[src/rtl/qosc_pkg.sv]
// Shared definitions for the quadrature oscillator and its configuration loader.
// The config struct is packed MSB-first, in the same order the words arrive on the wire.
package qosc_pkg;

   localparam logic [7:0] QOSC_HDR    = 8'hA5;
   localparam int         QOSC_NWORDS = 5;
   localparam int         QOSC_NBYTES = 10;

   typedef enum logic [1:0] {
      IDLE,
      DATA,
      CSUM
   } qosc_state_e;

   typedef struct packed {
      logic signed [15:0] re_coeff;
      logic signed [15:0] im_coeff;
      logic signed [15:0] power;
      logic signed [15:0] accu_re_init;
      logic signed [15:0] accu_im_init;
   } qosc_cfg_t;

endpackage

[src/rtl/qosc_gap_timer.sv]
// Counts idle cycles between bytes inside a frame.
// expire_o fires on the cycle the count would reach TIMEOUT; a clear in that cycle wins.
module qosc_gap_timer #(
   parameter int TIMEOUT = 1023
) (
   input  logic clk,
   input  logic rst,
   input  logic clr_i,
   input  logic en_i,
   output logic expire_o
);

   localparam int W = $clog2(TIMEOUT + 1);

   logic [W-1:0] cnt_q, cnt_d;

   assign expire_o = en_i && !clr_i && (cnt_q == W'(TIMEOUT - 1));

   // NOTE: cnt_d is defaulted first so every path assigns it and no latch is inferred.
   always_comb begin
      cnt_d = cnt_q;
      if (clr_i || expire_o) begin
         cnt_d = '0;
      end else if (en_i) begin
         cnt_d = cnt_q + 1'b1;
      end
   end

   always_ff @(posedge clk) begin
      if (rst) begin
         cnt_q <= '0;
      end else begin
         cnt_q <= cnt_d;
      end
   end

endmodule

[src/rtl/qosc_cfg_loader.sv]
// Assembles a byte-serial config frame (header, 10 data bytes, XOR checksum) into the
// five oscillator words and publishes them with a one-cycle load pulse on a good checksum.
module qosc_cfg_loader
   import qosc_pkg::*;
#(
   parameter logic [7:0] HEADER  = QOSC_HDR,
   parameter int         TIMEOUT = 1023
) (
   input  logic               clk,
   input  logic               rst,
   input  logic               byte_valid,
   input  logic [7:0]         byte_data,
   input  logic               err_clr,
   output logic signed [15:0] re_coeff,
   output logic signed [15:0] im_coeff,
   output logic signed [15:0] power,
   output logic signed [15:0] accu_re_init,
   output logic signed [15:0] accu_im_init,
   output logic               load,
   output logic               busy,
   output logic               crc_err,
   output logic               timeout_err
);

   localparam int IDX_W = $clog2(QOSC_NBYTES);
   localparam logic [IDX_W-1:0] LAST_IDX = IDX_W'(QOSC_NBYTES - 1);

   qosc_state_e                  state_q;
   logic [IDX_W-1:0]             idx_q;
   logic [7:0]                   csum_q;
   logic [QOSC_NBYTES*8-1:0]     stage_q;
   qosc_cfg_t                    cfg_q;
   logic                         load_q;
   logic                         crc_err_q;
   logic                         timeout_err_q;
   logic                         gap_expire;

   qosc_gap_timer #(
      .TIMEOUT (TIMEOUT)
   ) u_gap_timer (
      .clk      (clk),
      .rst      (rst),
      .clr_i    (byte_valid || (state_q == IDLE)),
      .en_i     (state_q != IDLE),
      .expire_o (gap_expire)
   );

   // NOTE: all state here uses <= so every register samples pre-edge values; the later
   // error assignments override the err_clr clear in the same cycle.
   always_ff @(posedge clk) begin
      if (rst) begin
         state_q       <= IDLE;
         idx_q         <= '0;
         csum_q        <= '0;
         stage_q       <= '0;
         cfg_q         <= '0;
         load_q        <= 1'b0;
         crc_err_q     <= 1'b0;
         timeout_err_q <= 1'b0;
      end else begin
         load_q <= 1'b0;
         if (err_clr) begin
            crc_err_q     <= 1'b0;
            timeout_err_q <= 1'b0;
         end
         case (state_q)
            IDLE: begin
               if (byte_valid && (byte_data == HEADER)) begin
                  state_q <= DATA;
                  idx_q   <= '0;
                  csum_q  <= '0;
               end
            end
            DATA: begin
               if (byte_valid) begin
                  stage_q <= {stage_q[QOSC_NBYTES*8-9:0], byte_data};
                  csum_q  <= csum_q ^ byte_data;
                  idx_q   <= idx_q + 1'b1;
                  if (idx_q == LAST_IDX) begin
                     state_q <= CSUM;
                  end
               end else if (gap_expire) begin
                  state_q       <= IDLE;
                  stage_q       <= '0;
                  timeout_err_q <= 1'b1;
               end
            end
            CSUM: begin
               if (byte_valid) begin
                  state_q <= IDLE;
                  if (byte_data == csum_q) begin
                     cfg_q  <= qosc_cfg_t'(stage_q);
                     load_q <= 1'b1;
                  end else begin
                     crc_err_q <= 1'b1;
                  end
               end else if (gap_expire) begin
                  state_q       <= IDLE;
                  stage_q       <= '0;
                  timeout_err_q <= 1'b1;
               end
            end
            default: state_q <= IDLE;
         endcase
      end
   end

   assign re_coeff     = cfg_q.re_coeff;
   assign im_coeff     = cfg_q.im_coeff;
   assign power        = cfg_q.power;
   assign accu_re_init = cfg_q.accu_re_init;
   assign accu_im_init = cfg_q.accu_im_init;
   assign load         = load_q;
   assign busy         = (state_q != IDLE);
   assign crc_err      = crc_err_q;
   assign timeout_err  = timeout_err_q;

endmodule

[config.mk]
export PLATFORM = sky130hd
export DESIGN_NAME = qosc_cfg_loader
export DESIGN_NICKNAME = d
export VERILOG_FILES = /design/src/rtl/qosc_pkg.sv /design/src/rtl/qosc_gap_timer.sv /design/src/rtl/qosc_cfg_loader.sv
export SDC_FILE = /design/constraint.sdc
export NUM_CORES = 1
export LEC_CHECK = 0
export CORE_ASPECT_RATIO = 1.5
export CORE_UTILIZATION = 30
export DETAILED_ROUTE_END_ITERATION = 10
export PLACE_DENSITY = 0.48
export SYNTH_ARGS = -nofsm -noshare
export SYNTH_HDL_FRONTEND = slang
export SYNTH_SLANG_ARGS = --single-unit
export TNS_END_PERCENT = 1
[constraint.sdc]
create_clock -name clk -period 4.7 [get_ports clk]
set_input_delay 0.705 -clock clk [delete_from_list [all_inputs] [get_ports clk]]
set_output_delay 0.705 -clock clk [all_outputs]
set_load 0.05 [all_outputs]
==> flow_summary.toml <==
[floorplan]
dieArea_sq_mm = 0.0271
dieWidth_um = 135
num_rows = 72
coreArea_sq_mm = 0.0259
die_h_um = 201
initial_core_util_pct = 30.7
ios = 96

[finish]
fill_cells = 2646
fin_area_sq_mm = 0.00971
final_nets = 961
utilization_pct = 37.6
layout-drive-gt1-share_pct = 5.25
stdcell_count = 1285
diodes = 0
area_growth_syn_to_layout_pct = 22.5

[synthesis]
synth.cells.most_frequent = "dfxtp_1, nand2b_1, nand2_1"
synth-warning-count = 0
synth-edff-count = 0
synth_seq_cells = 187
yosys-top-cells-area = "dfxtp_1, nand2b_1, mux2i_1, a21oi_1, o21ai_0"
synth_top_cell_by_area = "dfxtp_1"
syn_nets = 904
avgSynthCellArea_sq_um = 8.97
synth.top_cell.area_share_pct = 47.2
yosysUniqueCellTypes = 44
yosysMostFrequentCell = "dfxtp_1"
yosysSeqAreaShare_pct = 47.2
synth-main-ff-cell = "dfxtp_1"
synth_area_sq_mm = 0.00793
synthArstFlopShare_pct = 0
syn_inst = 884

[run]
maxCapViolCount = 0

[routing]
wirelength_um = 19600
routedWlPerCell_um = 15.2
viasPerCell = 4.66
first_pass_iters = 4
first_iter_violations = 343
ant_nets = 0
drc = 0
vias = 5994

[worst_setup_path]
critPathCaptureType = "primary output"
worstReg2RegStart = "state_q[1]$_SDFFE_PP0P_"
worstRegToRegCells = 6
reg2reg_slack_ps = 2290
crit_arrival_ps = 2260
critPathMaxFanout = 8
r2r_end = "stage_q[30]$_SDFFE_PP0P_"
critical_path_class = "reg -> out"
crit_start = "state_q[0]$_SDFFE_PP0P_"
start_kind = "register"
worstPathRequired_ps = 3990

[place]
gp_congestion = 0.746
dpl_cell_area_sq_mm = 0.00910
portBuffers = 95
post-place-cells = 1255
dpl.hpwl_um = 12700

[clock_tree]
cts_buffers = 17
insertion_delay_ps = 440
cts_resized = 0
htree_levels = 4
cts_setup_buffers = 0
path_clk_slew_ps = 70
cts_tree = "built"
cts.sinks = 187
clockBufferDepth = 2
ctsHoldBuffers = 0
cts_root_buf = "clkbuf_16"

[worst_hold_path]
holdCritPathClass = "reg -> reg"
min_path_cells = 2
whs_endpoint = "stage_q[34]$_SDFFE_PP0P_"
worstHoldStart = "stage_q[26]$_SDFFE_PP0P_"

[sta]
fin_setup_tns_ps = 0
fin_hold_ws_ps = 462
slew_viol_final = 0
hold_violations = 0
fmax_mhz = 338
final.period_utilization_pct = 63.0
period_minus_slack_ps = 2960
rsz0062_at_grt = "no"
final-setup-viol-count = 0
finalClockSkew_ps = 8.96
slew_headroom_pct = 46.5
worstMarginPinSlew_ps = 803

[grt]
grt_pass1_wl_um = 31300
grt_antenna_before_repair = 0
grt_max_degree = 103
grt_usage_pct = 14.8
grt_pass1_vias = 5854
overflow = 0

[pwr]
clkPwrFrac_pct = 43.4
ir_worst_vdd_v = 0.000276
cell_internal_pwr_mw = 2.59
power_density_mw_per_mm2 = 362
seqPwrFrac_pct = 45.7
switching_share_pct = 26.2
switchingPower_uw = 923
p_leak_nw = 2.94
p_comb_share_pct = 10.9

[run_status]
outcome = "finished clean"
[metrics by stage]
| stage | worst slack [ps] | total power, mW |
|---|---|---|
| 6_report | 1740 | 3.52 |
| 4_1_cts | 1730 | 3.57 |
| 3_5_place_dp | 1670 | 2.03 |
| 2_1_floorplan | 2730 | 1.92 |
| 3_3_place_gp | 1690 | 2.03 |
| 5_1_grt | 1630 | 3.68 |
[area by class of cell]
type / count / area, sq um / share of cell area (%)
clock inverters: 11 / 171 / 1.76
clock buffers: 19 / 443 / 4.56
inverters: 9 / 33.8 / 0.348
well taps: 333 / 417 / 4.29
flip-flops and latches: 187 / 3740 / 38.5
multi-input cells: 621 / 3880 / 39.9
repair buffers: 105 / 1030 / 10.6
[cells by family after synthesis]
kind of cell | Yosys count | share of synthesized area, %
DFF | 187 | 47.2
and+or+nand+nor | 315 | 21.8
adders and majority gates | 8 | 1.26
xor gates and xnor gates | 16 | 1.77
buffers and inverters | 76 | 4.28
AOI/OAI and AO/OA | 201 | 13.4
muxes | 81 | 10.2
[flip-flops by register name, summed over array words and instances, names as in the netlist, 4 cells and up]
register           count
power                 16
im_coeff              16
idx_q                  4
stage_q               80
csum_q                 8
accu_re_init          16
accu_im_init          16
re_coeff              16
u_gap_timer.cnt_q     10
[routing by layer]
metal  GRT usage [%]  up-vias  part of all wire, %
li1                -     3073                    -
met4            5.22        0                  1.4
met5               0        -                    0
met3            3.15       17                  3.1
met1            17.6     2823                   44
met2            25.8       81                   51
[power by group through the flow]
| stage | sequential, mW | clock, mW | combinational (mW) |
|---|---|---|---|
| after global placement | 1.64 | 0 | 0.388 |
| after detailed placement | 1.64 | 0 | 0.386 |
| after CTS | 1.61 | 1.58 | 0.388 |
| final | 1.61 | 1.53 | 0.384 |
| after floorplan | 1.64 | 0 | 0.283 |
| after global routing | 1.61 | 1.65 | 0.424 |
[worst max-delay path, cell delays in order (launching register included)]
cell and delay [ps]:
dfxtp_1 380, inv_1 110, ha_1 320, inv_1 170, clkdlybuf4s50_1 830
[layout by cell type (no fill, tap or decap), drive strengths merged, types with 11 or more instances in the layout]
| cell type | count |
|---|---|
| a21oi | 85 |
| buf | 11 |
| clkbuf | 19 |
| clkdlybuf4s50 | 94 |
| dfxtp | 187 |
| mux2i | 80 |
| nand2 | 89 |
| nand2b | 166 |
| nor2 | 18 |
| o21ai | 100 |
| xnor2 | 13 |
[worst max-delay path by stage]
stage,slack [ps],end
3_3_place_gp,1690,stage_q[7]$_SDFFE_PP0P_
4_1_cts,1730,busy
2_1_floorplan,2730,state_q[0]$_SDFFE_PP0P_
3_5_place_dp,1670,stage_q[2]$_SDFFE_PP0P_
5_1_grt,1630,busy
6_report,1740,busy
Note: power is estimated with default switching activity, not from simulation.
==> patch: new RTL, config.mk and constraints unchanged <==
Reset style: asynchronous (`rst`), changed in 2 clocked blocks.
--- a/src/rtl/qosc_gap_timer.sv
+++ b/src/rtl/qosc_gap_timer.sv
@@ -27,5 +27,5 @@
    end
 
-   always_ff @(posedge clk) begin
+   always_ff @(posedge clk or posedge rst) begin
       if (rst) begin
          cnt_q <= '0;
--- a/src/rtl/qosc_cfg_loader.sv
+++ b/src/rtl/qosc_cfg_loader.sv
@@ -48,5 +48,5 @@
    // NOTE: all state here uses <= so every register samples pre-edge values; the later
    // error assignments override the err_clr clear in the same cycle.
-   always_ff @(posedge clk) begin
+   always_ff @(posedge clk or posedge rst) begin
       if (rst) begin
          state_q       <= IDLE;
Formal check against the unedited RTL: differs if rst is asserted again (counterexample within 4 cycles, from zero or initial values and one cycle with rst high); with rst held inactive, the same outputs for 4 cycles.
==> patch against the unedited design <==
Worst setup slack got worse by 0.42 ns. Sequential cell count unchanged. Power increased by 13%. Area after synthesis decreased by 5.0%. Wire length fell by 8.4%. Register-to-register slack worse by 0.52 ns. Hold slack gained 0.024 ns. Core utilization grew 0.98 points. Cell area shrank 2.7%.
==> patch: results (changes against the unedited design) <==
top cells by area, synth -> dfrtp_1, mux2_2, a22o_1
gpl congestion -> 0.755 (+1.1%)
Buffers excl. clock -> 102 (-2.9%)
nets -> 651 (-32%)
Synth Instances -> 541 (-39%)
fillers -> 2,352 (-11%)
Comb pwr share -> 15.2% (+4.3 points)
Logic inverters -> 11 (+2)
vias per std cell -> 4.99 (+7.0%)
peak supply drop -> 262 uV (-5.1%)
dpl cells -> 936 (-25%)
Layout non-clock buf frac -> 11.3% (+0.70 points)
clk pwr -> 1430 uW (-7%)
mux contribution to synthesized area -> 12.1% (+1.9 points)
fraction of area in multi-input gates -> 28.3% (-12 points)
GRT met2 Usage -> 25.7% (-0.16 points)
Arr. time, crit path -> 2.68 ns (+0.42 ns)
DR iter-0 viols -> 344 (+0.29%)
FFs w/ async S/R, synth -> 100% (+100 points)
Int Pwr -> 2780 uW (+7.1%)
ys flop type -> dfrtp_1
Storage cell area -> 4680 sq um (+25%)
layout cells sized above 1 -> 18.0% (+13 points)
Leak -> 0.00427 uW (+45%)
Crit Path Max Fanout -> 18 (+10)
Sw Share -> 30.1% (+3.8 points)
Global Route Usage Sum -> 14.7% (-0.075 points)
clock buffer count -> 18 (-1)
Synth Area in Compound Gates -> 14.4% (+0.91 points)
status -> finished, final reports clean
Post-Syn Nets -> 561 (-38%)
vias in the first global route -> 5,106 (-13%)
Unique masters post-synth -> 50 (+14%)
crit-path max cell delay -> 0.77 ns (-0.06 ns)
detailed placer's ending HPWL -> 11.7 mm (-7.7%)
met3 global-route usage -> 2.89% (-0.26 points)
cell area after layout -> 9450 sq um (-2.7%)
[patch: changes by cell type after synthesis, sizes merged, moves of 74 or more]
cell	unedited run	this run
dfrtp	0	187
dfxtp	187	0
nand2b	166	8
o21ai	100	9
mux2	1	80
mux2i	80	1
a21oi	85	9
a22o	0	74
nand2	89	15
[patch: path summary, 6_finish.rpt]
kind | start | end | depth (start not counted)
setup / recovery | state_q[0]$_DFFE_PP0P_ | busy | 4
setup reg to reg | state_q[0]$_DFFE_PP0P_ | power[3]$_DFFE_PP0P_ | 6
hold / removal | im_coeff[4]$_DFFE_PP0P_ | im_coeff[4]$_DFFE_PP0P_ | 1
max in group asynchronous | rst | stage_q[43]$_DFFE_PP0P_ | 3
hold reg to reg | im_coeff[4]$_DFFE_PP0P_ | im_coeff[4]$_DFFE_PP0P_ | 1
min in group asynchronous | rst | stage_q[66]$_DFFE_PP0P_ | 2
[patch: per-layer routing]
metal,vias to the layer above,routed length [um]
met5,-,0
met4,0,122
met3,6,612
met2,113,9630
met1,2509,7550
li1,2205,-
